### config.mk
export PLATFORM = sky130hd
export DESIGN_NAME = fetch_unit
export DESIGN_NICKNAME = d
export VERILOG_FILES = /design/src/rtl/cpu_defs_pkg.sv /design/src/rtl/fetch_fifo.sv /design/src/rtl/fetch_unit.sv
export SDC_FILE = /design/constraint.sdc
export NUM_CORES = 1
export LEC_CHECK = 0
export ABC_AREA = 1
export ABC_CLOCK_PERIOD_IN_PS = 4600
export BUFFER_PORTS_ARGS = -buffer_cell sky130_fd_sc_hd__buf_2
export CORE_MARGIN = 2
export CORE_UTILIZATION = 25
export DETAILED_ROUTE_END_ITERATION = 10
export PLACE_DENSITY = 0.44
export SLEW_MARGIN = 20
export SYNTH_ARGS = -nofsm -noshare
export SYNTH_HDL_FRONTEND = slang
export SYNTH_SLANG_ARGS = --single-unit
### constraint.sdc
create_clock -name clk -period 4.6 [get_ports clk]
set_input_delay 0.46 -clock clk [delete_from_list [all_inputs] [get_ports clk]]
set_output_delay 0.46 -clock clk [all_outputs]
set_load 0.005 [all_outputs]
### src/rtl/cpu_defs_pkg.sv
// Shared fetch-stage definitions: FSM encoding, instruction width and the
// FIFO entry layout used between the fetch FSM and its buffer.
package cpu_defs;

  localparam int unsigned INSTR_W          = 32;
  localparam int unsigned WORD_BYTES       = 4;
  localparam logic [31:0] RESET_PC_DEFAULT = 32'h0000_0000;

  typedef enum logic [1:0] {
    ST_IDLE,
    ST_REQ,
    ST_WAIT,
    ST_DISCARD
  } fetch_state_e;

  typedef struct packed {
    logic [INSTR_W-1:0] pc;
    logic [INSTR_W-1:0] instr;
  } fetch_entry_t;

endpackage

### src/rtl/fetch_fifo.sv
// DEPTH-entry instruction buffer holding {pc, instr} pairs; flush empties it
// and takes priority over a same-cycle push or pop.
module fetch_fifo
  import cpu_defs::*;
#(
  parameter int unsigned DEPTH = 2,
  localparam int unsigned AW   = $clog2(DEPTH)
) (
  input  logic         clk,
  input  logic         rst_n,
  input  logic         push,
  input  fetch_entry_t din,
  input  logic         pop,
  input  logic         flush,
  output logic [AW:0]  count,
  output logic         empty,
  output fetch_entry_t head
);

  fetch_entry_t  mem [DEPTH];
  logic [AW-1:0] wr_ptr;
  logic [AW-1:0] rd_ptr;
  logic          full;
  logic          do_push;
  logic          do_pop;

  assign empty   = (count == '0);
  assign full    = (count == (AW+1)'(DEPTH));
  assign do_pop  = pop && !empty;
  assign do_push = push && (!full || do_pop);
  assign head    = mem[rd_ptr];

  always_ff @(posedge clk or negedge rst_n) begin
    if (!rst_n) begin
      wr_ptr <= '0;
      rd_ptr <= '0;
      count  <= '0;
      for (int unsigned i = 0; i < DEPTH; i++) begin
        mem[i] <= '0;
      end
    end else if (flush) begin
      wr_ptr <= '0;
      rd_ptr <= '0;
      count  <= '0;
    end else begin
      if (do_push) begin
        mem[wr_ptr] <= din;
        wr_ptr      <= wr_ptr + 1'b1;
      end
      if (do_pop) begin
        rd_ptr <= rd_ptr + 1'b1;
      end
      if (do_push && !do_pop) begin
        count <= count + 1'b1;
      end else if (do_pop && !do_push) begin
        count <= count - 1'b1;
      end
    end
  end

endmodule

### src/rtl/fetch_unit.sv
// Instruction-fetch stage: owns the fetch PC, issues single outstanding word
// reads to instruction memory and buffers returned words for decode.
module fetch_unit
  import cpu_defs::*;
#(
  parameter logic [31:0]  RESET_PC = RESET_PC_DEFAULT,
  parameter int unsigned  DEPTH    = 2
) (
  input  logic        clk,
  input  logic        reset,
  input  logic        redirect_valid,
  input  logic [31:0] redirect_pc,
  output logic        imem_req,
  output logic [31:0] imem_addr,
  input  logic        imem_ack,
  input  logic        imem_rvalid,
  input  logic [31:0] imem_rdata,
  output logic        if_valid,
  input  logic        if_ready,
  output logic [31:0] if_instr,
  output logic [31:0] if_pc
);

  localparam int unsigned CW = $clog2(DEPTH) + 1;

  fetch_state_e  state;
  fetch_state_e  state_nxt;
  logic [31:0]   fetch_pc;
  logic [31:0]   pend_pc;
  logic [CW-1:0] fifo_count;
  logic          fifo_empty;
  fetch_entry_t  fifo_head;
  fetch_entry_t  fifo_din;
  logic          accept;
  logic          push;
  logic          pop;
  logic          credit_idle;
  logic          credit_push;

  assign accept      = (state == ST_REQ) && imem_ack;
  assign push        = (state == ST_WAIT) && imem_rvalid && !redirect_valid;
  assign pop         = if_valid && if_ready && !redirect_valid;
  // Only one request is ever outstanding, so credit reduces to FIFO occupancy.
  assign credit_idle = fifo_count < CW'(DEPTH);
  assign credit_push = (fifo_count + 1'b1) < CW'(DEPTH);

  always_ff @(posedge clk or negedge reset) begin
    if (!reset) begin
      state <= ST_IDLE;
    end else begin
      state <= state_nxt;
    end
  end

  always_ff @(posedge clk or negedge reset) begin
    if (!reset) begin
      fetch_pc <= RESET_PC;
      pend_pc  <= '0;
    end else if (redirect_valid) begin
      fetch_pc <= redirect_pc & 32'hFFFF_FFFC;
    end else if (accept) begin
      pend_pc  <= fetch_pc;
      fetch_pc <= fetch_pc + 32'(WORD_BYTES);
    end
  end

  always_comb begin
    state_nxt = state;
    case (state)
      ST_IDLE: begin
        if (!redirect_valid && credit_idle) state_nxt = ST_REQ;
      end
      ST_REQ: begin
        if (redirect_valid)  state_nxt = imem_ack ? ST_DISCARD : ST_IDLE;
        else if (imem_ack)   state_nxt = ST_WAIT;
      end
      ST_WAIT: begin
        if (imem_rvalid)         state_nxt = (!redirect_valid && credit_push) ? ST_REQ : ST_IDLE;
        else if (redirect_valid) state_nxt = ST_DISCARD;
      end
      ST_DISCARD: begin
        if (imem_rvalid) state_nxt = ST_IDLE;
      end
      default: state_nxt = ST_IDLE;
    endcase
  end

  always_comb begin
    imem_req  = (state == ST_REQ);
    imem_addr = fetch_pc;
    if_valid  = !fifo_empty;
    if_instr  = fifo_head.instr;
    if_pc     = fifo_head.pc;
  end

  assign fifo_din = '{pc: pend_pc, instr: imem_rdata};

  fetch_fifo #(
    .DEPTH (DEPTH)
  ) u_fifo (
    .clk   (clk),
    .rst_n (reset),
    .push  (push),
    .din   (fifo_din),
    .pop   (pop),
    .flush (redirect_valid),
    .count (fifo_count),
    .empty (fifo_empty),
    .head  (fifo_head)
  );

endmodule
==> results.md <==
* Outcome: finished clean
* Synth warnings at 0
* Clock net sink count at 190
* Element type at the critical path end: output port
* R2r setup slk at approximately 2.2 ns
* R2R cell count at 8
* Area Growth Syn to Fin at 19.79%
* Root buffer cell: clkbuf_16
* Reg-to-Reg End: imem_addr[22]
* Register area share after synthesis at a little over half
* Initial antenna violation count at 0
* Post-Synthesis Cells at a little over 1,000
* GRT Util Overall at between 10% and 20%
* Final Cycle Share at about three fifths
* Initial drt markers at around 370
* Ys async rst share at 100.0%
* Register Area at 0.004758 mm2
* Final #Nets at 1,224
* Post-CTS setup buffer count at 0
* DP Wirelength at about 16,000 um
* DRT antenna net count at 0
* Power Dens Cells at 547.1 mW/mm2
* Clock Skew at slightly above 0.01 ns
* Flops & latches, synth at 190
* First-pass GRT wire length at 38,210 um
* Largest net degree at the start of global routing at between 100 and 150
* Wirelength per Cell at 14.90 um
* Hold crit path type: in2async
* Initial Util at between 20% and 30%
* Clock Pin Slew Worst Setup and Hold Paths at approximately 0.07 ns
* Multi-input logic area at around 0.0034 mm2
* Arrival @ worst endpoint at about 2.2 ns
* Die height at between 150 and 200 um
* Die ar. at between 0.03 and 0.04 mm2
* Max VDD drop at approximately 0.27 mV
* Routed Wire Length at between 20,000 and 25,000 um
* Worst slew margin at between 30 and 40%
* Worst r2r src: state[1]
* Latest clock arrival within the worst-skew pair at 0.45 ns
* Primary FF master, synth: dfrtp_1
* Vias at ~7,000
* Leakage at roughly 0.0051 uW
* CTS tree: done
* Pre-antenna DRT Iters at 4
* Top cells by count, synth: nand2_1, dfrtp_1, o21ai_0
* Core Rows at between 60 and 70
* Worst setup margin at approximately 1.9 ns
* Most numerous cell in the Yosys netlist: nand2_1
* Fmax at 0.3711 GHz
* Vias per cell at 4.305
* Critical path class: reg2out
* Fin crit period at approximately 2.7 ns
* Fraction of layout cells with a size suffix above 1 at roughly a fifth
* Max-slew violation count at 0
* Hold-fix buffers, CTS at 0
* Largest area contributor in the netlist: dfrtp_1
* Die width at 192.8 um
* Core Footprint at 0.03531 mm2
* RePlAce Congestion at 0.7952
* GRT overflow at 0
* Overall Power at 5838 uW
* Yosys cell types at 39
* Unrepaired setup endpoints after global routing: false
* Total CTS buffers at 17
* Final setup fails at 0
* Vias in the first global route at about 6,800
* CP startpoint kind: flop
* CTS resizes at 0
* Dominant cells by area after synthesis: dfrtp_1, nand2_1, o21ai_0
* Avg Inst Size Synth at just under 9 um2
* Cell Area, Synth at slightly below 0.009 mm2
* Share of the synthesized area in the top cell type at between 50% and 60%
* EDFF count, synth at 0
* Pre-CTS setup slack at 1.727 ns
* Setup Total Neg Slack at 0 ns
* # port buffers at between 150 and 200
* Number of H-tree levels at 4
* Number of fill cells in the layout at ~3,800
* Worst slew pin tran at between 0.9 and 1 ns
* WP data required at just over 4 ns
* CP max FO at 98
* Clock Tree Buf Depth at 2
* Drt drc at 0
* I/O pins at 168
* Max-cap violation count at 0
* Final hold viol count at 0
## routing by layer
| metal | share of wire [%] | track usage, % | up-vias |
|---|---|---|---|
| li1 | - | - | 3553 |
| met1 | 52 | 19.49 | 3263 |
| met2 | 41 | 19.53 | 168 |
| met3 | 6.0 | 3.419 | 16 |
| met4 | 1.1 | 4.052 | 0 |
| met5 | 0 | 0 | - |
## critical path, stage by stage, from the launching register on
cell and delay (ns):
dfrtp_4 1.02, buf_4 0.40, nand2_1 0.07, o21ai_0 0.10
buf_2 0.15
## per-stage QoR
| stage | instances | utilization [%] | area [um2] | hold slack (ns) |
|---|---|---|---|---|
| after global routing | 1625 | 30.22 | 10670 | 0.09037 |
| after global placement | 1593 | 28.55 | 10080 | 0.4679 |
| final | 1626 | 30.22 | 10670 | 0.04061 |
| after floorplan | 1017 | - | 8920 | 0.1644 |
| after CTS | 1625 | 30.22 | 10670 | 0.08547 |
| after detailed placement | 1593 | 28.55 | 10080 | 0.4753 |
## how the worst max path moves through the flow
stage | start | to
detailed placement | redirect_valid | u_fifo.mem[11]
global placement | redirect_valid | u_fifo.mem[13]
CTS | u_fifo.rd_ptr | if_instr[4]
global route | u_fifo.rd_ptr | if_instr[4]
finish | u_fifo.rd_ptr | if_instr[4]
floorplan | u_fifo.count[1] | u_fifo.mem[13]
## flip-flops by register name, summed over array words and instances, names as in the netlist
signal	flops
u_fifo.mem	124
imem_addr	30
pend_pc	30
state	2
u_fifo.count	2
u_fifo.rd_ptr	1
u_fifo.wr_ptr	1
## power breakdown
part	switching [uW]	leakage, uW	internal [uW]
Clock	713	0.000278	791
Combinational	926	0.00248	698
Sequential	423	0.00238	2290
Total	2060	0.00513	3780
## cell families after synthesis
family,count (synthesis),share of synthesized area (%)
simple gates,415,19.20
flops,190,53.37
xor+xnor,4,0.3932
compound gates,181,10.66
buf+inv,158,8.076
other cells,1,0.04209
mux,62,7.837
fa+ha+maj,3,0.4214
## cell usage in the layout (no fill, tap or decap), types with 2 or more instances in the layout
cell | synthesis | layout
nand2_1 | 260 | 260
dfrtp_1 | 190 | 189
buf_2 | 5 | 160
o21ai_0 | 153 | 153
inv_1 | 103 | 103
nor2_1 | 82 | 81
nand3_1 | 42 | 42
mux2_2 | 32 | 32
mux2_1 | 30 | 30
clkbuf_16 | 0 | 17
a21oi_1 | 7 | 7
nor3_1 | 7 | 7
nand4_1 | 6 | 6
nand3b_1 | 6 | 6
clkinv_4 | 0 | 5
o21ai_1 | 4 | 4
o211ai_1 | 4 | 4
a22oi_1 | 4 | 4
xor2_1 | 4 | 4
conb_1 | 1 | 4
buf_4 | 6 | 4
nand2_2 | 3 | 3
nor2_2 | 2 | 3
ha_1 | 3 | 3
clkbuf_8 | 0 | 3
clkinvlp_4 | 0 | 3
inv_8 | 0 | 3
buf_12 | 0 | 3
inv_2 | 2 | 2
nor2_4 | 2 | 2
o2111ai_1 | 2 | 2
a31oi_1 | 2 | 2
## cell type report
class | count | share of cell area, %
Clock inverter | 12 | 1.219
Antenna cell | 1 | 0.02345
Timing Repair Buffer | 168 | 8.477
Inverter | 105 | 3.693
Tap cell | 461 | 5.405
Multi-Input combinational cell | 669 | 32.31
Sequential cell | 190 | 44.59
Clock buffer | 20 | 4.280
No activity file was read; power rests on OpenSTA's default activity.
